[src/rtl/multiphase_clk_gen.sv]
// -----------------------------------------------------------------------------
// multiphase_clk_gen
//
// Derives NUM_PHASES evenly spaced, overlapping 50%-duty phase clocks from a
// single master clock, together with a stretched, software-retriggerable
// active-low system reset for downstream blocks.
//
// A slot counter s walks 0..2N-1; each slot lasts `step` master cycles
// (counted by c). Phase i is high while s sits in the N slots starting at i.
// Stopping is graceful: each phase is masked off only at its natural falling
// edge, so no output ever produces a shortened pulse.
//
// Ports:
//   CLOCK       master clock, all logic on the rising edge
//   RESET       asynchronous active-low reset
//   RUN         level: 1 = generate phases, 0 = stop cleanly
//   STEP_LOAD   one-cycle request to load STEP_VAL
//   STEP_VAL    new slot length in master cycles (0 behaves as 1)
//   STEP_ACK    one-cycle pulse when a new step takes effect
//   SW_RESET    synchronous pulse retriggering the reset sequence
//   PHASE_CLK   registered phase clocks
//   PHASE_RISE  strobe in the cycle PHASE_CLK[i] goes 0->1
//   SYS_RESET   registered active-low system reset
//   ACTIVE      1 whenever the generator is not idle
// -----------------------------------------------------------------------------
module multiphase_clk_gen #(
    parameter int NUM_PHASES = 4,
    parameter int STEP_W     = 8,
    parameter int DEF_STEP   = 2,
    parameter int RST_HOLD   = 16,
    parameter int RST_W      = 8
) (
    input  logic                  CLOCK,
    input  logic                  RESET,
    input  logic                  RUN,
    input  logic                  STEP_LOAD,
    input  logic [STEP_W-1:0]     STEP_VAL,
    output logic                  STEP_ACK,
    input  logic                  SW_RESET,
    output logic [NUM_PHASES-1:0] PHASE_CLK,
    output logic [NUM_PHASES-1:0] PHASE_RISE,
    output logic                  SYS_RESET,
    output logic                  ACTIVE
);

    localparam int TWO_N = 2 * NUM_PHASES;
    localparam int S_W   = $clog2(TWO_N);

    localparam logic [S_W-1:0]    LAST_SLOT  = S_W'(TWO_N - 1);
    localparam logic [STEP_W-1:0] DEF_STEP_V = STEP_W'(DEF_STEP);
    localparam logic [RST_W-1:0]  HOLD_LAST  = RST_W'(RST_HOLD - 1);

    typedef enum logic [1:0] {
        ST_IDLE,
        ST_RUN,
        ST_STOP
    } state_t;

    state_t                state;
    state_t                next_state;
    logic [STEP_W-1:0]     c;
    logic [STEP_W-1:0]     next_c;
    logic [S_W-1:0]        s;
    logic [S_W-1:0]        next_s;
    logic [NUM_PHASES-1:0] mask;
    logic [NUM_PHASES-1:0] next_mask;
    logic [NUM_PHASES-1:0] next_phase;

    logic [STEP_W-1:0]     step;
    logic                  pend_flag;
    logic [STEP_W-1:0]     pend_val;
    logic [STEP_W-1:0]     load_val;

    logic [RST_W-1:0]      hold_cnt;

    logic                  running;
    logic                  adv;
    logic                  wrap;

    // Phase i is high while (slot - i) mod 2N lies in the first half.
    function automatic logic slot_high(input logic [S_W-1:0] slot, input int idx);
        int rel;
        rel = int'(slot) - idx;
        if (rel < 0) begin
            rel = rel + TWO_N;
        end
        return (rel < NUM_PHASES);
    endfunction

    // Slot in which phase idx drops low.
    function automatic logic [S_W-1:0] fall_slot(input int idx);
        return S_W'((idx + NUM_PHASES) % TWO_N);
    endfunction

    // A zero step would never advance the slot counter, so it is clamped to 1.
    assign load_val = (STEP_VAL == '0) ? STEP_W'(1) : STEP_VAL;

    // adv marks the last cycle of a slot; wrap marks the last cycle of a period.
    assign running = (state != ST_IDLE);
    assign adv     = running && (c == step - STEP_W'(1));
    assign wrap    = adv && (s == LAST_SLOT);

    // Next-state logic: counters advance whenever the generator is active;
    // while stopping, each phase is masked as its slot reaches its falling edge.
    always_comb begin
        next_state = state;
        next_c     = c;
        next_s     = s;
        next_mask  = mask;

        if (running) begin
            if (adv) begin
                next_c = '0;
                next_s = wrap ? '0 : s + S_W'(1);
            end else begin
                next_c = c + STEP_W'(1);
            end
        end

        case (state)
            ST_IDLE: begin
                if (RUN) begin
                    next_state = ST_RUN;
                    next_c     = '0;
                    next_s     = '0;
                    next_mask  = '0;
                end
            end
            ST_RUN: begin
                if (wrap) begin
                    next_mask = '0;
                end
                if (!RUN) begin
                    next_state = ST_STOP;
                end
            end
            ST_STOP: begin
                for (int i = 0; i < NUM_PHASES; i++) begin
                    if (adv && (next_s == fall_slot(i))) begin
                        next_mask[i] = 1'b1;
                    end
                end
                if (RUN) begin
                    // Resuming: masked phases stay quiet until the period restarts.
                    next_state = ST_RUN;
                    if (wrap) begin
                        next_mask = '0;
                    end
                end else if (&mask) begin
                    next_state = ST_IDLE;
                    next_c     = '0;
                    next_s     = '0;
                    next_mask  = '0;
                end
            end
            default: begin
                next_state = ST_IDLE;
            end
        endcase
    end

    // Phase outputs are decoded from the next slot so the registered clocks
    // change in the same cycle the slot counter does.
    always_comb begin
        next_phase = '0;
        if (next_state != ST_IDLE) begin
            for (int i = 0; i < NUM_PHASES; i++) begin
                next_phase[i] = !next_mask[i] && slot_high(next_s, i);
            end
        end
    end

    // State, counters and registered phase outputs.
    always_ff @(posedge CLOCK or negedge RESET) begin
        if (!RESET) begin
            state      <= ST_IDLE;
            c          <= '0;
            s          <= '0;
            mask       <= '0;
            PHASE_CLK  <= '0;
            PHASE_RISE <= '0;
            ACTIVE     <= 1'b0;
        end else begin
            state      <= next_state;
            c          <= next_c;
            s          <= next_s;
            mask       <= next_mask;
            PHASE_CLK  <= next_phase;
            PHASE_RISE <= next_phase & ~PHASE_CLK;
            ACTIVE     <= (next_state != ST_IDLE);
        end
    end

    // Step register: loads apply immediately while idle, otherwise they wait
    // for the period boundary so a period is never built from two step values.
    // A load sampled on the wrap cycle itself waits for the following wrap.
    always_ff @(posedge CLOCK or negedge RESET) begin
        if (!RESET) begin
            step      <= DEF_STEP_V;
            pend_flag <= 1'b0;
            pend_val  <= DEF_STEP_V;
            STEP_ACK  <= 1'b0;
        end else begin
            STEP_ACK <= 1'b0;
            if (state == ST_IDLE) begin
                if (STEP_LOAD) begin
                    step      <= load_val;
                    STEP_ACK  <= 1'b1;
                    pend_flag <= 1'b0;
                end
            end else begin
                if (wrap && pend_flag) begin
                    step      <= pend_val;
                    STEP_ACK  <= 1'b1;
                    pend_flag <= 1'b0;
                end
                if (STEP_LOAD) begin
                    pend_flag <= 1'b1;
                    pend_val  <= load_val;
                end
            end
        end
    end

    // Reset sequencer: SYS_RESET is held low for RST_HOLD cycles after either
    // the hard reset or a software pulse; a new pulse restarts the count.
    always_ff @(posedge CLOCK or negedge RESET) begin
        if (!RESET) begin
            hold_cnt  <= '0;
            SYS_RESET <= 1'b0;
        end else if (SW_RESET) begin
            hold_cnt  <= '0;
            SYS_RESET <= 1'b0;
        end else if (!SYS_RESET) begin
            if (hold_cnt == HOLD_LAST) begin
                SYS_RESET <= 1'b1;
            end else begin
                hold_cnt <= hold_cnt + RST_W'(1);
            end
        end
    end

endmodule

[config.mk]
export PLATFORM = sky130hd
export DESIGN_NAME = multiphase_clk_gen
export DESIGN_NICKNAME = d
export VERILOG_FILES = /design/src/rtl/multiphase_clk_gen.sv
export SDC_FILE = /design/constraint.sdc
export NUM_CORES = 1
export LEC_CHECK = 0
export CORE_MARGIN = 3
export CORE_UTILIZATION = 30
export CTS_BUF_LIST = sky130_fd_sc_hd__clkbuf_2
export CTS_CLUSTER_SIZE = 20
export DETAILED_ROUTE_END_ITERATION = 16
export GPL_TIMING_DRIVEN = 1
export PLACE_DENSITY = 0.56
export SETUP_SLACK_MARGIN = 0.15
export SLEW_MARGIN = 40
export SYNTH_ARGS = -nofsm -noshare
export SYNTH_HDL_FRONTEND = slang
export SYNTH_SLANG_ARGS = --single-unit
[constraint.sdc]
create_clock -name CLOCK -period 3.78 [get_ports CLOCK]
set_input_delay 0.756 -clock CLOCK [delete_from_list [all_inputs] [get_ports CLOCK]]
set_output_delay 0.756 -clock CLOCK [all_outputs]
set_load 0.005 [all_outputs]
After elaboration in Yosys (flattened, before gate mapping)
Index checks and enable logic that the tools add are counted.
Word-level totals
  output and inout port bits: 11
  register bits after elaboration: 53
  logic and storage cells: 127
  input port bits: 13
Operators by class
  bitwise operators: 3
  mux-type cells: 54
  order comparisons: 8
  reduce and logical (&&, ||, !) cells: 26
  equal/unequal tests: 12
  $add $sub $neg: 11
Operators by type and width (count)
  two-way mux 32 bit: 7
  less-than comparator 32 x 4 -> 1 bit (second input constant): 4
  two-way mux 8 bit: 12
  two-way mux 4 bit: 6
  adder 4 x 5 -> 6 bit (second input constant): 3
  two-way mux 3 bit: 6
  adder 8 x 1 -> 8 bit (second input constant): 2
  case mux 8 bit (2 select lines): 1
  equality test 3 bit (second input constant): 5
  two-way mux 1 bit: 14
  less-than comparator 4 x 1 -> 1 bit (second input constant): 3
  case mux 4 bit (3 select lines): 1
  logical AND 1 bit: 11
  equality test 8 x 4 -> 1 bit (second input constant): 1
  equality test 8 bit: 1
  logical NOT 8 bit: 1
  two-way mux 2 bit: 4
  AND reduction 2 bit: 4
  nonzero test 2 bit: 4
  subtractor 3 x 2 -> 4 bit (second input constant): 2
  subtractor 8 x 1 -> 8 bit (second input constant): 1
  inequality test 2 bit (second input constant): 3
  case mux 2 bit (3 select lines): 1
  case mux 3 bit (2 select lines): 1
  other kinds (13): 16

Logic depth before layout (Yosys ltp)
  depth in word-level cells: 18
  mapped depth: 11
  mapped depth without buffers: 8

Least setup slack after synthesis
Ideal clock, no wire load.
  path type: reg-to-reg
  start point: register step[1]
  end point: register mask[1]
  stages on the path, launching flop included: 11
  library setup time: 0.131 ns
  period minus slack after synthesis: 2.648 ns
  arrival time: 2.516 ns
  path buffers: 2
  required time: 3.649 ns
  setup slack: 1.132 ns
  cells stage by stage: dfstp_2 inv_1 ha_1 bufbuf_16 nand2b_1 o211a_1 o31a_2 a211oi_4 buf_6 a31oi_4 or3_1
On the way
  longest elaborated chain between the ends: 13
  elaborated cells on any way between the ends: 15
  those cells by class: add/sub (1); eq/ne (2); mux (9); reduce/logical (3)
RTL lines
  from (decl): RTL line 69  | logic [STEP_W-1:0] step;
  from (signal assigned): RTL line 207  | step <= load_val;
  from (signal assigned): RTL line 213  | step <= pend_val;
  subtractor 8 x 1 -> 8 bit *: RTL line 100  | assign adv = running && (c == step - STEP_W'(1));
  equality test 8 bit *: RTL line 100
  logical AND 1 bit *: RTL line 100
  logical AND 1 bit: RTL line 101  | assign wrap = adv && (s == LAST_SLOT);
  two-way mux 3 bit: RTL line 114  | next_s = wrap ? '0 : s + S_W'(1);
  two-way mux 3 bit: RTL line 112  | if (adv) begin
  two-way mux 3 bit: RTL line 111  | if (running) begin
  equality test 3 bit: RTL line 139  | if (adv && (next_s == fall_slot(i))) begin
  logical AND 1 bit: RTL line 139
  two-way mux 1 bit: RTL line 139
  two-way mux 4 bit (on tied branches): RTL line 149, 146
  two-way mux 4 bit: RTL line 143  | if (RUN) begin
  case mux 4 bit (3 select lines) *: RTL line 120  | case (state)
  net next_mask[1]: RTL line 66  | logic [NUM_PHASES-1:0] next_mask;
  to (signal assigned): RTL line 187  | mask <= next_mask;
  to (decl): RTL line 65  | logic [NUM_PHASES-1:0] mask;
The timed path passes the listed nets; every way through them passes the cells marked *.
A chain may end at the register's enable or synchronous reset.

Worst setup path in the final report
  start point: register step[1]
  end point: register step[3]
On the way
  longest elaborated chain between the ends: 7
RTL lines
  subtractor 8 x 1 -> 8 bit: RTL line 100
  equality test 8 bit: RTL line 100
  logical AND 1 bit: RTL line 100
  logical AND 1 bit: RTL line 101
  logical AND 1 bit: RTL line 212  | if (wrap && pend_flag) begin
  nonzero test 2 bit (no line)
  AND reduction 2 bit (no line)
Every way passes these cells.

==> flow_metrics.tcl <==
set metrics [dict create \
    crit_required_ns 4.17 \
    grt_pass1_vias 2131 \
    async_flop_share_pct 100.0 \
    synth.area.top_cells "dfrtp_1, mux2_2, nand2_1" \
    ys_ff_latch 53 \
    postCtsSetupBuffers 0 \
    path_class "reg -> reg" \
    boundaryPins 24 \
    cellPowerDensity_nw_per_um2 395.4 \
    crit_arrival_ns 3.24 \
    cts_num_sinks 53 \
    setup_viol 0 \
    max_slew_margin_pct 64.64 \
    final_nets 327 \
    yosysUniqueCellTypes 56 \
    rsz0062_at_grt "no" \
    leakage_nw 1.437 \
    ys_dominant_reg_cell "dfrtp_1" \
    clockBufferDepth 2 \
    r2r_cells 9 \
    final_antenna_net_count 0 \
    critPathMaxFanout 14 \
    cp-end-kind "flop" \
    die_w_um 105.3 \
    synth_warnings 0 \
    drive_gt1_share_pct 14.84 \
    grtUsageTotal_pct 11.44 \
    fin_crit_ns 2.854 \
    drv_cap 0 \
    ctsHoldBuffers 0 \
    firstDrtPassIters 4 \
    synth-edff-count 0 \
    grt_overflow 0 \
    drt-total-wl_mm 5.936 \
    clock-skew-final_ns 0.03140 \
    timing.reg2reg.setup_slack_ns 0.93 \
    initial_core_util_pct 31.42 \
    io_buffers 23 \
    h-tree-depth 2 \
    area_growth_pct 11.80 \
    holdWs_ns 0.1999 \
    finalHoldViolations 0 \
    outcome "finished clean" \
    power_w 0.001308 \
    grt_pass1_wl_mm 10.45 \
    ys_seq_area_share_pct 44.92 \
    fmax_mhz 350.4 \
    clock_latency_ns 0.45 \
    placementRows 35 \
    hold_class "in -> async" \
    dr.first_iter.drc_count 73 \
    cts_tree "yes" \
    synth_top_area_share_pct 43.15 \
    fp.dieH_um 105.3 \
    synth_largest_area_cell "dfrtp_1" \
    synth.avg_cell_area_um2 10.31 \
    worst_slew_pin_slew_ns 0.5304 \
    cts.clk_slew.worst_paths_ns 0.28 \
    tns_ns 0 \
    antenna_found_initial 0 \
    syn_area_um2 2958 \
    root_buffer "clkbuf_2" \
    globalplace.congestion 0.7994 \
    core_um2 9415 \
    post_cts_resized 0 \
    vias_per_cell 4.861 \
    dp_hpwl_mm 4.338 \
    start_kind "flop" \
    cts_made_buffers 5 \
    drv_slew 0 \
    routed-via-count 2134 \
    dieArea_um2 11090 \
    timing.final.crit_share_pct 75.50 \
    syn_nets 305 \
    drc 0 \
    wl_per_cell_um 13.52 \
    antennaDiodeCount 0 \
    ir_drop_mv 0.2062 \
    syn-instance-count 287 \
    grt_max_degree 37 \
]
cells in the final DEF, fill, tap and decap left out, types with 7 or more instances in the layout:
cell              n
inv_1             7
nor2_1           32
nand2_1          33
nand4_1           7
mux2_2           13
dfrtp_1          51
mux2i_1           9
clkdlybuf4s50_1  22
xor2_1           14
a21oi_1          18
xnor2_1           9
cell usage after synthesis (3+ instances only):
library cell and n:
a2111oi_2 3, a211oi_1 4, a21oi_1 18, and2_1 3
buf_6 3, clkbuf_1 6, dfrtp_1 51, ha_1 5
inv_1 7, mux2_2 13, mux2i_1 9, nand2_1 33
nand2b_1 6, nand4_1 7, nor2_1 32, nor3_1 5
nor4_1 3, o21ai_0 6, o21bai_1 4, or3_1 4
xnor2_1 9, xor2_1 14
area by class of cell:
cell class                      count  area [um2]
Tap cell                          129       161.4
Multi-Input combinational cell    216        1500
Clock buffer                        6       30.03
Sequential cell                    53        1329
Clock inverter                      2       10.01
Inverter                            7       26.28
Fill cell                         959        6108
Timing Repair Buffer               26       250.2
power breakdown:
group / leakage (nW) / switching, W / internal (W)
Clock: 0.0327 / 0.000179 / 0.0000465
Sequential: 0.686 / 0.0000960 / 0.000641
Combinational: 0.718 / 0.000171 / 0.000174
Total: 1.44 / 0.000446 / 0.000861
critical path, stage by stage (launching register included):
cell,delay (ns)
dfstp_2,0.64
inv_1,0.06
ha_1,0.27
xnor2_1,0.15
and4_1,0.19
a41oi_1,0.32
a211oi_4,0.10
buf_4,0.22
a32oi_4,0.43
mux2_2,0.38
logic make-up (layout without fill, tap and decap cells):
group / Yosys count / after routing / synth area share (%)
compound gates: 55 / 55 / 14.89
xor+xnor: 23 / 23 / 6.811
fa+ha+maj: 5 / 5 / 2.115
buf+inv: 18 / 41 / 4.357
flops: 53 / 53 / 44.92
mux: 22 / 22 / 7.995
simple gates: 111 / 111 / 18.91
metal layers:
layer  vias to the layer above  GRT usage, %  share of wire (%)
met1                      1044         15.68                 51
met4                         0         3.561                1.1
met3                         7         2.449                3.1
met5                         -             0                  0
li1                       1054             -                  -
met2                        29         18.08                 45
final timing paths:
kind                                      endpoint                   start
max                            step[3]$_DFFE_PN0P_     step[1]$_DFFE_PN1P_
min                        pend_val[2]$_DFFE_PN0P_                   RESET
max reg2reg                    step[3]$_DFFE_PN0P_     step[1]$_DFFE_PN1P_
min reg2reg                PHASE_RISE[2]$_DFF_PN0_  PHASE_CLK[2]$_DFF_PN0_
max in group asynchronous   PHASE_CLK[2]$_DFF_PN0_                   RESET
min in group CLOCK         PHASE_RISE[2]$_DFF_PN0_  PHASE_CLK[2]$_DFF_PN0_
state kept, by name, summed over array words and instances, names as in the netlist:
signal      cells
pend_val        8
PHASE_CLK       4
ACTIVE          1
mask            4
hold_cnt        8
state           2
c               8
s               3
PHASE_RISE      4
pend_flag       1
STEP_ACK        1
step            8
SYS_RESET       1
per-stage QoR:
| step | utilization, % | cells | area (um2) | setup WS (ns) |
|---|---|---|---|---|
| after global placement | 34.67 | 431 | 3264 | 1.019 |
| after floorplan | - | 287 | 2958 | 1.132 |
| after CTS | 35.12 | 439 | 3307 | 0.9052 |
| final | 35.12 | 439 | 3307 | 0.9261 |
| after detailed placement | 34.70 | 431 | 3267 | 0.9364 |
| after global routing | 35.12 | 439 | 3307 | 0.7644 |
Note: power is estimated with default switching activity, not from simulation.
